### config.mk
export PLATFORM = sky130hd
export DESIGN_NAME = freq_meter_mc
export DESIGN_NICKNAME = d
export VERILOG_FILES = /design/src/rtl/freq_meter_pkg.sv /design/src/rtl/freq_meter_chan.sv /design/src/rtl/freq_meter_mc.sv
export SDC_FILE = /design/constraint.sdc
export NUM_CORES = 2
export LEC_CHECK = 0
export BUFFER_PORTS_ARGS = -buffer_cell sky130_fd_sc_hd__clkbuf_2
export CAP_MARGIN = 20
export CORE_MARGIN = 2
export CORE_UTILIZATION = 50
export CTS_BUF_LIST = sky130_fd_sc_hd__clkbuf_16
export DETAILED_ROUTE_END_ITERATION = 16
export PLACE_DENSITY = 0.66
export SYNTH_ARGS = -nofsm -noshare
export SYNTH_HDL_FRONTEND = slang
export SYNTH_SLANG_ARGS = --single-unit
### constraint.sdc
create_clock -name sys_clk -period 4.43 [get_ports sys_clk]
set_input_delay 0 -clock sys_clk [delete_from_list [all_inputs] [get_ports sys_clk]]
set_output_delay 0 -clock sys_clk [all_outputs]
set_load 0.05 [all_outputs]
### src/rtl/freq_meter_pkg.sv
// Shared types and constants for the multi-channel reciprocal frequency meter.
package freq_meter_pkg;

  typedef enum logic [2:0] {
    StIdle,
    StArm,
    StCount,
    StClose,
    StDone
  } chan_state_e;

  localparam int unsigned StatValid   = 0;
  localparam int unsigned StatTimeout = 1;
  localparam int unsigned StatOvf     = 2;
  localparam int unsigned StatW       = 3;

endpackage

### src/rtl/freq_meter_chan.sv
// One measurement channel: synchroniser, edge detector, gating FSM, saturating
// counters, gate/timeout timers and latched results.
module freq_meter_chan
  import freq_meter_pkg::*;
#(
  parameter int unsigned CntW       = 34,
  parameter int unsigned GateCyc    = 1000,
  parameter int unsigned TimeoutCyc = 2000,
  parameter int unsigned SyncStages = 2
) (
  input  logic             clk_i,
  input  logic             rst_ni,
  input  logic             sig_i,
  input  logic             arm_i,
  input  logic             abort_i,
  output logic             done_o,
  output logic [CntW-1:0]  ref_o,
  output logic [CntW-1:0]  sig_o,
  output logic [StatW-1:0] stat_o
);

  localparam int unsigned GateW = $clog2(GateCyc + 1);
  localparam int unsigned TmoW  = $clog2(TimeoutCyc + 1);
  localparam logic [CntW-1:0] CntMax = {CntW{1'b1}};

  chan_state_e state_q, state_d;
  logic [SyncStages-1:0] sync_q, sync_d;
  logic prev_q, prev_d;
  logic edge_det;
  logic [CntW-1:0] ref_q, ref_d, sig_q, sig_d;
  logic [CntW-1:0] res_ref_q, res_ref_d, res_sig_q, res_sig_d;
  logic [StatW-1:0] res_stat_q, res_stat_d;
  logic ovf_q, ovf_d;
  logic [GateW-1:0] gate_q, gate_d;
  logic [TmoW-1:0] tmo_q, tmo_d;
  logic [CntW-1:0] ref_inc, sig_nxt;
  logic ovf_inc, gate_hit, tmo_hit, fin_ok, fin_to;

  always_comb begin
    sync_d   = {sync_q[SyncStages-2:0], sig_i};
    prev_d   = sync_q[SyncStages-1];
    edge_det = sync_q[SyncStages-1] & ~prev_q;
  end

  always_comb begin
    state_d    = state_q;
    ref_d      = ref_q;
    sig_d      = sig_q;
    ovf_d      = ovf_q;
    gate_d     = gate_q;
    tmo_d      = tmo_q;
    res_ref_d  = res_ref_q;
    res_sig_d  = res_sig_q;
    res_stat_d = res_stat_q;
    fin_ok     = 1'b0;
    fin_to     = 1'b0;

    // Saturating increments; ovf is sticky once any counter tries to pass the max.
    ref_inc  = (ref_q == CntMax) ? ref_q : ref_q + CntW'(1);
    sig_nxt  = (edge_det && sig_q != CntMax) ? sig_q + CntW'(1) : sig_q;
    ovf_inc  = ovf_q | (ref_q == CntMax) | (edge_det & (sig_q == CntMax));
    gate_hit = (gate_q == GateW'(GateCyc - 1));
    tmo_hit  = (tmo_q == TmoW'(TimeoutCyc - 1));

    if (abort_i) begin
      state_d = StIdle;
    end else if (arm_i) begin
      state_d = StArm;
      tmo_d   = '0;
    end else begin
      unique case (state_q)
        StArm: begin
          if (edge_det) begin
            state_d = StCount;
            ref_d   = '0;
            sig_d   = '0;
            ovf_d   = 1'b0;
            gate_d  = '0;
            tmo_d   = '0;
          end else if (tmo_hit) begin
            fin_to = 1'b1;
          end else begin
            tmo_d = tmo_q + TmoW'(1);
          end
        end
        StCount, StClose: begin
          ref_d = ref_inc;
          sig_d = sig_nxt;
          ovf_d = ovf_inc;
          tmo_d = edge_det ? '0 : tmo_q + TmoW'(1);
          if (state_q == StCount) gate_d = gate_q + GateW'(1);
          // An edge landing on the gate-expiry cycle closes the measurement at once.
          if (edge_det && (state_q == StClose || gate_hit)) begin
            fin_ok = 1'b1;
          end else if (!edge_det && tmo_hit) begin
            fin_to = 1'b1;
          end else if (state_q == StCount && gate_hit) begin
            state_d = StClose;
          end
        end
        default: ;
      endcase
    end

    if (fin_ok) begin
      state_d                 = StDone;
      res_ref_d               = ref_inc;
      res_sig_d               = sig_nxt;
      res_stat_d              = '0;
      res_stat_d[StatValid]   = 1'b1;
      res_stat_d[StatOvf]     = ovf_inc;
    end
    if (fin_to) begin
      state_d                 = StDone;
      res_ref_d               = '0;
      res_sig_d               = '0;
      res_stat_d              = '0;
      res_stat_d[StatTimeout] = 1'b1;
    end
  end

  always_ff @(posedge clk_i or negedge rst_ni) begin
    if (!rst_ni) begin
      state_q    <= StIdle;
      sync_q     <= '0;
      prev_q     <= 1'b0;
      ref_q      <= '0;
      sig_q      <= '0;
      ovf_q      <= 1'b0;
      gate_q     <= '0;
      tmo_q      <= '0;
      res_ref_q  <= '0;
      res_sig_q  <= '0;
      res_stat_q <= '0;
    end else begin
      state_q    <= state_d;
      sync_q     <= sync_d;
      prev_q     <= prev_d;
      ref_q      <= ref_d;
      sig_q      <= sig_d;
      ovf_q      <= ovf_d;
      gate_q     <= gate_d;
      tmo_q      <= tmo_d;
      res_ref_q  <= res_ref_d;
      res_sig_q  <= res_sig_d;
      res_stat_q <= res_stat_d;
    end
  end

  assign done_o = (state_q == StDone);
  assign ref_o  = res_ref_q;
  assign sig_o  = res_sig_q;
  assign stat_o = res_stat_q;

endmodule

### src/rtl/freq_meter_mc.sv
// Multi-channel reciprocal frequency meter: channel array, start/abort/cont
// arbitration, done/busy aggregation and the register-style read mux.
module freq_meter_mc
  import freq_meter_pkg::*;
#(
  parameter int unsigned CH          = 4,
  parameter int unsigned CNT_W       = 34,
  parameter int unsigned GATE_CYC    = 50_000_000,
  parameter int unsigned TIMEOUT_CYC = 2 * GATE_CYC,
  parameter int unsigned SYNC_STAGES = 2,
  localparam int unsigned RD_W       = (CH > 1) ? $clog2(CH) : 1
) (
  input  logic             sys_clk,
  input  logic             sys_rst_n,
  input  logic [CH-1:0]    sig_in,
  input  logic [CH-1:0]    ch_en,
  input  logic             start,
  input  logic             cont,
  input  logic             abort,
  output logic             busy,
  output logic             done,
  input  logic [RD_W-1:0]  rd_ch,
  output logic [CNT_W-1:0] rd_ref,
  output logic [CNT_W-1:0] rd_sig,
  output logic [StatW-1:0] rd_stat
);

  logic [CH-1:0] chan_done, arm;
  logic [CNT_W-1:0] chan_ref [CH];
  logic [CNT_W-1:0] chan_sig [CH];
  logic [StatW-1:0] chan_stat [CH];
  logic [CH-1:0] en_q, en_d;
  logic run_q, run_d, done_q, done_d;
  logic start_acc, rearm, all_done;

  for (genvar g = 0; g < CH; g++) begin : g_chan
    freq_meter_chan #(
      .CntW      (CNT_W),
      .GateCyc   (GATE_CYC),
      .TimeoutCyc(TIMEOUT_CYC),
      .SyncStages(SYNC_STAGES)
    ) u_chan (
      .clk_i  (sys_clk),
      .rst_ni (sys_rst_n),
      .sig_i  (sig_in[g]),
      .arm_i  (arm[g]),
      .abort_i(abort),
      .done_o (chan_done[g]),
      .ref_o  (chan_ref[g]),
      .sig_o  (chan_sig[g]),
      .stat_o (chan_stat[g])
    );
  end

  assign start_acc = start & ~run_q & ~abort;
  // Continuous re-arm fires in the done cycle, so channels re-enter ARM right after it.
  assign rearm     = done_q & cont & ~abort & ~start_acc & (en_q != '0);
  assign all_done  = &(chan_done | ~en_q);

  always_comb begin
    run_d  = run_q;
    en_d   = en_q;
    done_d = 1'b0;
    arm    = '0;
    if (abort) begin
      run_d = 1'b0;
    end else if (start_acc) begin
      en_d = ch_en;
      if (ch_en == '0) begin
        done_d = 1'b1;
      end else begin
        arm   = ch_en;
        run_d = 1'b1;
      end
    end else if (rearm) begin
      arm   = en_q;
      run_d = 1'b1;
    end else if (run_q && all_done) begin
      done_d = 1'b1;
      run_d  = 1'b0;
    end
  end

  always_ff @(posedge sys_clk or negedge sys_rst_n) begin
    if (!sys_rst_n) begin
      run_q  <= 1'b0;
      done_q <= 1'b0;
      en_q   <= '0;
    end else begin
      run_q  <= run_d;
      done_q <= done_d;
      en_q   <= en_d;
    end
  end

  assign busy = run_q;
  assign done = done_q;

  always_comb begin
    rd_ref  = '0;
    rd_sig  = '0;
    rd_stat = '0;
    for (int i = 0; i < CH; i++) begin
      if (rd_ch == RD_W'(i)) begin
        rd_ref  = chan_ref[i];
        rd_sig  = chan_sig[i];
        rd_stat = chan_stat[i];
      end
    end
  end

endmodule

==> results by group <==
Status
  – Status: completed

Routing
  – Pre-antenna DRT Iters: 6
  – Iteration-0 DRC Markers: 4429
  – Vias: around 38000
  – Total wire length: 133 mm
  – DR DRC count: 0
  – DRT antenna net count: 0
  – Average wire per standard cell: 22.3 µm
  – Average vias per placed instance: 6.39

Worst setup path
  – Worst path depth: 8
  – Max incr delay on CP: 0.55 ns
  – CP Buf/Inv Count: 2
  – Reg-to-reg setup timing slack: 1.09 ns
  – CP dominant cell by count: buf_4
  – Critical Path Fanout Max: 44
  – CP Capture Point: g_chan[3].u_chan.sig_o[6]
  – Crit path from: busy
  – Slowest cell on the critical path: a41o_1
  – Crit path kind: reg -> reg
  – Cell chain of the critical path: nand2b_1, a41o_1, nor2_2, buf_4, nand3_4, buf_4, nand3_1, o21ai_0
  – CP startpoint kind: flip-flop
  – CP delay by family, top: simple AND/OR/NAND/NOR gates
  – CP required: 4.95 ns
  – R2R cell count: 8
  – Origin of the critical flop-to-flop path: busy
  – Reg2reg end: g_chan[3].u_chan.sig_o[6]
  – Critical Path AT: 3.85 ns
  – Crit end category: flip-flop

Synthesis
  – Ys flop type: dfrtp_1
  – Synth top area share: 0.446
  – Largest family of logic cells by synthesized area: simple AND/OR/NAND/NOR gates
  – Count leader, synth: dfrtp_1
  – Register bit total from synthesis: 802
  – Syn Nets: roughly 4800
  – Asr flop ratio synth: 1.00
  – Adder-Cell Fraction of Synth Area: 0.00445
  – Top cells by instance count after synthesis: 802 x dfrtp_1, 404 x nand2_1, 399 x o21ai_0, 378 x nand3_1, 270 x nor2_1
  – Multiplexer share of the synthesized area: 0.0406
  – Post-synthesis cell area: 45000 µm²
  – Yosys top cell by area: dfrtp_1
  – Post-Synthesis Cells: 4795
  – Synth Area per Inst: 9.38 µm²
  – Post-Synth Simple-Gate Area: 0.218
  – Netlist cell types: 108
  – Complex-gate fraction of the synthesized area: 0.185
  – Post-synth EDFFs: 0
  – Sequential share of the synthesized area: 0.446
  – Area contributors post-synth: dfrtp_1 45%, o21ai_0 4.4%, nand3_1 4.2%, mux4_2 3.6%, nand2_1 3.4%
  – Synth warn: 0
  – XOR/XNOR Fraction of Synth Area: 0.0655

Finish
  – # fillers: 7867
  – Final #Nets: 4775
  – Fraction of layout cells with a size suffix above 1: 0.102
  – Area of the multi-input gates: 23200 µm²
  – Register area: 20100 µm²
  – Diode count: 0
  – Layout area overhead: 10.2%

Global route
  – Pin count of the biggest net entering global routing: 116
  – Grt peak-use layer: met1
  – Global Route Usage Sum: 0.285
  – Met2 usage: 0.413
  – First-pass GRT wire length: 210 mm
  – Grt met3 use: 0.0468
  – GRT Residual Overflow: 0
  – Initial antenna violation count: 6
  – Vias in the first global route: 35268
  – GR Util met1: 0.435

STA
  – Worst Clk Skew: around 0.020 ns
  – Final Hold Violating Endpoints: 0
  – Minimum clock period: 3.34 ns
  – Highest clock rate: around 300 MHz
  – Final Max Slew Viols: 0
  – Tightest Pin Transition: 1.07 ns
  – Worst Slack Setup Final: 1.09 ns
  – Setup TNS: 0 ns
  – Tcrit/Tclk final: 0.754
  – Max-slew headroom: 0.285
  – Unrepaired setup endpoints after global routing: false
  – Final setup viols: 0

Die
  – Starting Density: 0.506
  – Core Rows: 109
  – CORE AREA: between 80000 and 90000 µm²
  – DIE HEIGHT: around 300 µm
  – Io pins: 88
  – Die width: 304 µm
  – Die area: between 90000 and 100000 µm²

Clock network
  – CTS tree: yes
  – # clock sinks: 802
  – Clk slew on worst S/H paths: 0.06 ns
  – CTS H-Tree Depth: 3
  – Buffer levels on the longest clock path: 3
  – Clk Tree Root Cell: clkbuf_16
  – Clk Latency, worst-skew pair: roughly 0.67 ns
  – Post-CTS setup buffers: 0
  – CTS Buf Count: 93

Flow run
  – Max Cap Viol: 0

Power
  – Worst IR drop on VDD: between 0.2 and 0.25 mV
  – Internal Dissipation: about 13 mW
  – Power per cell area: between 300 and 400 nW/µm²
  – Part of the power in registers: 0.468
  – Clock network power share: 0.459
  – Static Leak: 20.4 nW
  – Sw Ratio: 0.257
  – Comb pwr share: 0.073
  – Switch Pwr: 4.37 mW

Hold path
  – HP Class: in -> reg

Place
  – Dpl ws: ~1.2 ns
  – Port bufs: 87
  – GPL Wtd Cong: 0.906
  – Dpl hpwl: 92.4 mm
[worst min-delay path by stage]
stage               startpoint                         end  slack [ns]  cells past startpoint
floorplan            sys_rst_n                        busy       -0.30                      0
global placement     sys_rst_n  g_chan[0].u_chan.tmo_q[23]        0.08                      1
detailed placement   sys_rst_n  g_chan[0].u_chan.tmo_q[23]        0.06                      1
CTS                  sig_in[3]  g_chan[3].u_chan.sync_q[0]       0.004                      2
global route         sig_in[3]  g_chan[3].u_chan.sync_q[0]        0.04                      2
finish               sig_in[3]  g_chan[3].u_chan.sync_q[0]        0.04                      2
[worst register-to-register path: cells and delay by family (launching register included)]
family	cells	cell delay, ns
and+or+nand+nor	4	1.25
buffers and inverters	2	0.82
DFF	1	0.46
AOI/OAI and AO/OA	2	0.68
[layout by cell type (no fill, tap or decap), types with 17 or more instances in the layout]
cell           Yosys  final
nor3_1            91     90
or4_1             38     38
clkbuf_16          0     97
inv_1             82    107
xnor2_1          172    172
dlygate4sd3_1      0     19
o22ai_1           26     26
and3_1            98     97
buf_4              7     74
mux2i_1           17     17
xor2_1           164    164
a21o_1            43     43
dfrtp_1          802    802
mux4_2            71     71
nand4_1          164    164
or3_1             71     69
o31ai_1          163    163
nor2_1           270    267
a22o_1            92     92
and2_1            57     57
a31oi_1           91     91
a21oi_1          187    187
and4_1            57     57
nand3_1          378    376
nor4_1            55     55
o211ai_1          25     25
clkbuf_2           2     84
nand2b_1          20     18
o21ai_0          399    399
o21ai_1          112    112
nand2_1          404    398
[metal layers]
metal,up-vias,part of all wire
met2,1420,0.43
met3,197,0.080
met5,-,0
met1,18901,0.46
li1,17746,-
met4,0,0.029
[sequential cells by signal (all words and copies together) (netlist names), 8 cells and up]
name	count
g_chan.u_chan.sync_q	8
g_chan.u_chan.tmo_q	108
g_chan.u_chan.sig_o	136
g_chan.u_chan.ref_o	136
g_chan.u_chan.gate_q	104
g_chan.u_chan.stat_o	12
g_chan.u_chan.state_q	12
g_chan.u_chan.ref_q	136
g_chan.u_chan.sig_q	136
[cell families after synthesis]
| logic type | count (synthesis) |
|---|---|
| AOI/OAI and AO/OA | 1289 |
| xor gates and xnor gates | 336 |
| buffers and inverters | 422 |
| adders and majority gates | 16 |
| DFF | 802 |
| muxes | 93 |
| and+or+nand+nor | 1837 |
[through the flow]
| stage | utilization | std cells | power [mW] | instance area (µm²) | hold WS (ns) |
|---|---|---|---|---|---|
| 2_1_floorplan | - | 4795 | 8.74 | 45000 | -0.296 |
| 3_3_place_gp | 0.521 | 5789 | 9.25 | 46200 | 0.0757 |
| 3_5_place_dp | 0.521 | 5790 | 9.28 | 46200 | 0.0617 |
| 4_1_cts | 0.558 | 5981 | 17.1 | 49500 | 0.00447 |
| 5_1_grt | 0.558 | 5985 | 17.6 | 49600 | 0.0372 |
| 6_report | 0.558 | 5985 | 17.0 | 49600 | 0.0445 |
[layout make-up]
type / instances / area share
Sequential cell: 802 / 0.405
Multi-Input combinational cell: 3571 / 0.468
Tap cell: 1165 / 0.0294
Timing Repair Buffer: 193 / 0.0297
Clock inverter: 74 / 0.0129
Inverter: 83 / 0.00629
Clock buffer: 97 / 0.0490
[power groups by stage]
stage | clock [mW] | sequential (mW) | combinational (mW)
2_1_floorplan | 0 | 7.94 | 0.806
6_report | 7.80 | 7.94 | 1.24
3_3_place_gp | 0 | 8.05 | 1.20
3_5_place_dp | 0 | 8.06 | 1.22
4_1_cts | 7.90 | 7.93 | 1.25
5_1_grt | 8.23 | 7.99 | 1.38
[repair_timing]
action / in CTS / in global routing
gates resized for setup: 0 / 0
endpoints found under the hold margin: 303 / 0
hold buffers: 20 / 0
No activity file was read; power rests on OpenSTA's default activity.
